==> src/rtl/i2c_clk_gen.sv <==
// i2c_clk_gen: quarter-period phase generator providing SCL/SDA timing clocks and phase strobes
// for the DDC I2C master. Define I2C_CLK_STRETCH_EN to add slave clock-stretch support via scl_in.
module i2c_clk_gen #(
  parameter int unsigned QUARTER_CYCLES = 63
) (
  input  logic clk,
  input  logic reset,
  input  logic en,
`ifdef I2C_CLK_STRETCH_EN
  input  logic scl_in,
`endif
  output logic i2c_clk_div,
  output logic i2c_sda_clk_div,
  output logic scl_fall_stb,
  output logic sda_change_stb,
  output logic scl_rise_stb,
  output logic sda_sample_stb
);

  localparam int unsigned QW = 16;
  localparam logic [QW-1:0] QMAX = 16'(QUARTER_CYCLES - 1);

  localparam logic [1:0] PH_LOW    = 2'd0;
  localparam logic [1:0] PH_CHANGE = 2'd1;
  localparam logic [1:0] PH_HIGH   = 2'd2;
  localparam logic [1:0] PH_SAMPLE = 2'd3;

  logic [QW-1:0] qcnt, qcnt_nxt;
  logic [1:0]    phase, phase_nxt;
  logic [3:0]    stb_nxt;
  logic          scl_nxt, sda_nxt;
  logic          hold_c;

`ifdef I2C_CLK_STRETCH_EN
  logic scl_meta, scl_sync;

  // Bus SCL readback synchronizer; resets to the idle-high bus level
  always_ff @(posedge clk or posedge reset) begin
    if (reset) begin
      scl_meta <= 1'b1;
      scl_sync <= 1'b1;
    end else begin
      scl_meta <= scl_in;
      scl_sync <= scl_meta;
    end
  end

  // A slave holding SCL low during the high phase freezes the count
  assign hold_c = (phase == PH_HIGH) && !scl_sync;
`else
  assign hold_c = 1'b0;
`endif

  // Next-state and next-output decode; outputs follow the next phase so they move with it
  always_comb begin
    qcnt_nxt  = qcnt;
    phase_nxt = phase;
    stb_nxt   = 4'b0000;
    if (!en) begin
      qcnt_nxt  = '0;
      phase_nxt = PH_SAMPLE;
    end else if (hold_c) begin
      qcnt_nxt  = qcnt;
    end else if (qcnt == QMAX) begin
      qcnt_nxt  = '0;
      phase_nxt = phase + 2'd1;
      stb_nxt   = 4'b0001 << phase_nxt;
    end else begin
      qcnt_nxt  = qcnt + 16'd1;
    end
    scl_nxt = (phase_nxt == PH_HIGH) || (phase_nxt == PH_SAMPLE);
    sda_nxt = (phase_nxt == PH_CHANGE) || (phase_nxt == PH_HIGH);
  end

  // State and output registers; reset and disable both land in idle (phase 3, SCL high)
  always_ff @(posedge clk or posedge reset) begin
    if (reset) begin
      qcnt            <= '0;
      phase           <= PH_SAMPLE;
      i2c_clk_div     <= 1'b1;
      i2c_sda_clk_div <= 1'b0;
      scl_fall_stb    <= 1'b0;
      sda_change_stb  <= 1'b0;
      scl_rise_stb    <= 1'b0;
      sda_sample_stb  <= 1'b0;
    end else begin
      qcnt            <= qcnt_nxt;
      phase           <= phase_nxt;
      i2c_clk_div     <= scl_nxt;
      i2c_sda_clk_div <= sda_nxt;
      scl_fall_stb    <= stb_nxt[PH_LOW];
      sda_change_stb  <= stb_nxt[PH_CHANGE];
      scl_rise_stb    <= stb_nxt[PH_HIGH];
      sda_sample_stb  <= stb_nxt[PH_SAMPLE];
    end
  end

endmodule

==> config.mk <==
export PLATFORM = sky130hd
export DESIGN_NAME = i2c_clk_gen
export DESIGN_NICKNAME = d
export VERILOG_FILES = /design/src/rtl/i2c_clk_gen.sv
export SDC_FILE = /design/constraint.sdc
export NUM_CORES = 1
export LEC_CHECK = 0
export BUFFER_PORTS_ARGS = -buffer_cell sky130_fd_sc_hd__buf_2
export CORE_MARGIN = 10
export CORE_UTILIZATION = 50
export CTS_BUF_LIST = sky130_fd_sc_hd__clkbuf_8 sky130_fd_sc_hd__clkbuf_16
export CTS_CLUSTER_DIAMETER = 150
export DETAILED_ROUTE_END_ITERATION = 16
export PLACE_DENSITY_LB_ADDON = 0.1
export SLEW_MARGIN = 20
export SYNTH_ARGS = -nofsm -noshare
export SYNTH_HDL_FRONTEND = slang
export SYNTH_SLANG_ARGS = --single-unit
==> constraint.sdc <==
create_clock -name clk -period 3.4 [get_ports clk]
set_input_delay 0.68 -clock clk [delete_from_list [all_inputs] [get_ports clk]]
set_output_delay 0.68 -clock clk [all_outputs]
set_load 0.01 [all_outputs]
==> flow_metrics.tcl <==
set metrics [dict create \
    post_synth.cell_area_avg_sq_um 10.7 \
    swShare_pct 18.9 \
    clkSlewWorstSetupHoldPaths_ns 0.09 \
    cts_htree_levels 1 \
    yosys-top-cells-area "sky130_fd_sc_hd__dfrtp_1, sky130_fd_sc_hd__xnor2_1, sky130_fd_sc_hd__ha_1, sky130_fd_sc_hd__dfstp_2, sky130_fd_sc_hd__nor2_1" \
    clock-root-buffer "sky130_fd_sc_hd__clkbuf_8" \
    slew_headroom_pct 41.9 \
    fmax_ghz 0.379 \
    seq_area_frac_synth_pct 50.3 \
    worstPathCellList "inv_1 > ha_1 > or4b_4 > nor4_4 > xnor2_1 > and2_1 > ha_1 > nand2b_1 > a311o_2" \
    worst_setup_path_end_kind "register" \
    grt_usage_pct 8.36 \
    worst_path_largest_cell_delay_ns 0.50 \
    die-area_sq_um 4770 \
    max-vdd-ir-drop_v 0.000227 \
    clock_sink_count 24 \
    cts_tree "built" \
    cts_max_path_buffers 2 \
    first_global_vias 761 \
    avgViaCountPerCell 5.10 \
    internal-power_mw 0.451 \
    cts_buffers 3 \
    multiInputGateArea_sq_um 537 \
    grt_setup_unrepaired "no" \
    chipHeight_um 69.0 \
    worst_skew_pair.late_latency_ns 0.26 \
    netlist.area_leader.share_pct 43.7 \
    run_status "completed" \
    maxCapViolCount 0 \
    post-synth-top-count-cell "sky130_fd_sc_hd__dfrtp_1" \
    detail_route.drc_violations 0 \
    post_synthesis_cell_area_sq_um 1200 \
    dominantRegCellSynth "sky130_fd_sc_hd__dfrtp_1" \
    insertedDiodeCount 0 \
    cp-start-kind "register" \
    starting_density_of_the_core_pct 53.3 \
    via_count 765 \
    design.core.area_sq_um 2250 \
    post_cts.repair.setup_buffers 0 \
    share_seq_of_total_power_pct 52.5 \
    clockPowerShare_pct 44.0 \
    top_level_ports 9 \
    wire_length_of_the_first_global_routing_pass_um 3460 \
    nets_final 133 \
    finalClockSkew_ns 0.00546 \
    port_buffers 8 \
    worstMarginPinSlew_ns 0.871 \
    drtIter0Drc 57 \
    critPathRequiredTime_ns 3.60 \
    drt_first_pass_iters 4 \
    layout_min_cycle_time_ns 2.64 \
    postSynthCellCount 112 \
    post_cts.resized_instances 0 \
    synth_fp_nets 122 \
    route.detailed.wl_per_inst_um 12.7 \
    timing.final.setup_violations 0 \
    criticalPathCategory "register to register" \
    drt-total-wl_um 1900 \
    switching_power_summed_over_all_nets_mw 0.105 \
    finalHoldViolations 0 \
    final_area_sq_um 1320 \
    grt_remaining_overflow 0 \
    worst_path_max_delay_cell "sky130_fd_sc_hd__nor4_4" \
    finalCritPeriodShare_pct 77.6 \
    fillerInstances 205 \
    synth_warnings 0 \
    synth_commonest_cells "sky130_fd_sc_hd__dfrtp_1, sky130_fd_sc_hd__nor2_1, sky130_fd_sc_hd__xnor2_1, sky130_fd_sc_hd__inv_1, sky130_fd_sc_hd__ha_1" \
    gp_routability_congestion 0.777 \
    areaGrowthSynthToFinish_pct 9.57 \
    hold_buffers 0 \
    fraction_of_layout_instances_using_a_drive_strength_above_1_pct 18.9 \
    seqCellArea_sq_um 604 \
    rrSetupSlack_ns 0.76 \
    fp-row-count 17 \
    power.leakage_nw 0.610 \
    async_flop_share_pct 100 \
    crit_arrival_ns 2.84 \
    worstPathMaxFanout 10 \
    timing.final.max_slew_violations 0 \
    yosys_register_bits 24 \
    detailedPlacementHpwl_um 1370 \
    grt_antenna_before_repair 0 \
    number_of_nets_still_failing_antenna_checks_after_routing 0 \
    pwr-share-comb_pct 3.5 \
    grt_start_max_net_pins 25 \
    die_width_um 69.0 \
    synth_edf_count 0 \
    totalNegativeSetupSlack_ns 0 \
    power_density_nw_per_um2 422 \
    worstHoldPathType "register to register" \
    post_dp_cell_area_sq_um 1250 \
    critPathMostFrequentCell "sky130_fd_sc_hd__ha_1" \
    yosysUniqueCellTypes 24 \
    synth_top_cell_by_area "sky130_fd_sc_hd__dfrtp_1" \
]
[critical path, delay by kind of cell (launching register included)]
kind	cells	cell delay, ns
AO/OA/AOI/OAI	1	0.34
XOR/XNOR	1	0.14
adder cells (fa/ha/maj)	2	0.30
buffers and inverters	1	0.08
flip-flops	1	0.44
AND/OR/NAND/NOR	4	1.27
[cell type report]
type / instances / share of cell area [%]
sequential: 24 / 45.9
clock buffer: 3 / 3.13
timing repair buffer: 8 / 3.04
multi-input combinational: 78 / 40.7
tap: 28 / 2.66
inverter: 8 / 2.28
clock inverter: 1 / 2.28
[placed cells by master (no fill, tap or decap), types with 2 or more instances in the layout]
cell type                  Yosys  final
sky130_fd_sc_hd__nand3_1       5      5
sky130_fd_sc_hd__nor2_1       18     18
sky130_fd_sc_hd__dfrtp_1      21     21
sky130_fd_sc_hd__nand2_1       6      6
sky130_fd_sc_hd__and3_2        4      4
sky130_fd_sc_hd__clkbuf_8      0      3
sky130_fd_sc_hd__ha_1          7      7
sky130_fd_sc_hd__dfstp_2       3      3
sky130_fd_sc_hd__xor2_1        2      2
sky130_fd_sc_hd__xnor2_1      13     13
sky130_fd_sc_hd__buf_2         0      8
sky130_fd_sc_hd__nand4_1       3      3
sky130_fd_sc_hd__inv_1         8      8
sky130_fd_sc_hd__nor3_1        6      6
sky130_fd_sc_hd__nand2b_1      2      2
sky130_fd_sc_hd__nor4_1        4      4
[per-layer routing]
metal	track usage [%]	wire (um)
met3	2.57	67
met2	11.6	840
met5	0	0
met4	3.33	17
met1	11.6	979
[power by group through the flow]
stage                     clock [mW]  sequential, mW  combinational [mW]
final                          0.245           0.292              0.0193
after global routing           0.270           0.293              0.0224
after CTS                      0.251           0.292              0.0200
after detailed placement           0           0.298              0.0200
after global placement             0           0.298              0.0200
after floorplan                    0           0.297              0.0183
[flip-flops by register name (all words and copies together) (netlist names)]
signal	flops
qcnt	16
phase	2
i2c_clk_div	1
i2c_sda_clk_div	1
scl_fall_stb	1
scl_rise_stb	1
sda_change_stb	1
sda_sample_stb	1
[final timing paths]
check,startpoint,to,depth (start not counted)
setup / recovery,qcnt[0]$_DFF_PP0_,i2c_clk_div$_DFF_PP1_,9
hold / removal,qcnt[0]$_DFF_PP0_,qcnt[0]$_DFF_PP0_,1
setup reg to reg,qcnt[0]$_DFF_PP0_,i2c_clk_div$_DFF_PP1_,9
hold reg to reg,qcnt[0]$_DFF_PP0_,qcnt[0]$_DFF_PP0_,1
max in group asynchronous,reset,qcnt[11]$_DFF_PP0_,2
min in group asynchronous,reset,i2c_sda_clk_div$_DFF_PP0_,2
[per-stage QoR]
step                      worst slack [ns]  utilization (%)  power, mW  hold WS [ns]  std cells
after floorplan                      0.924                -      0.315         0.483        112
after global placement               0.840             55.3      0.318         0.510        146
after detailed placement             0.769             55.3      0.318         0.537        146
after CTS                            0.743             58.4      0.564         0.548        150
after global routing                 0.564             58.4      0.586         0.568        150
final                                0.761             58.4      0.556         0.545        150
[kinds of logic after synthesis]
family	share of synthesized area, %
and+or+nand+nor	24.9
AOI/OAI and AO/OA	1.56
adders and majority gates	7.28
DFF	50.3
xor gates and xnor gates	10.9
buffers and inverters	5.10
Power figures use the tool's default switching activity.
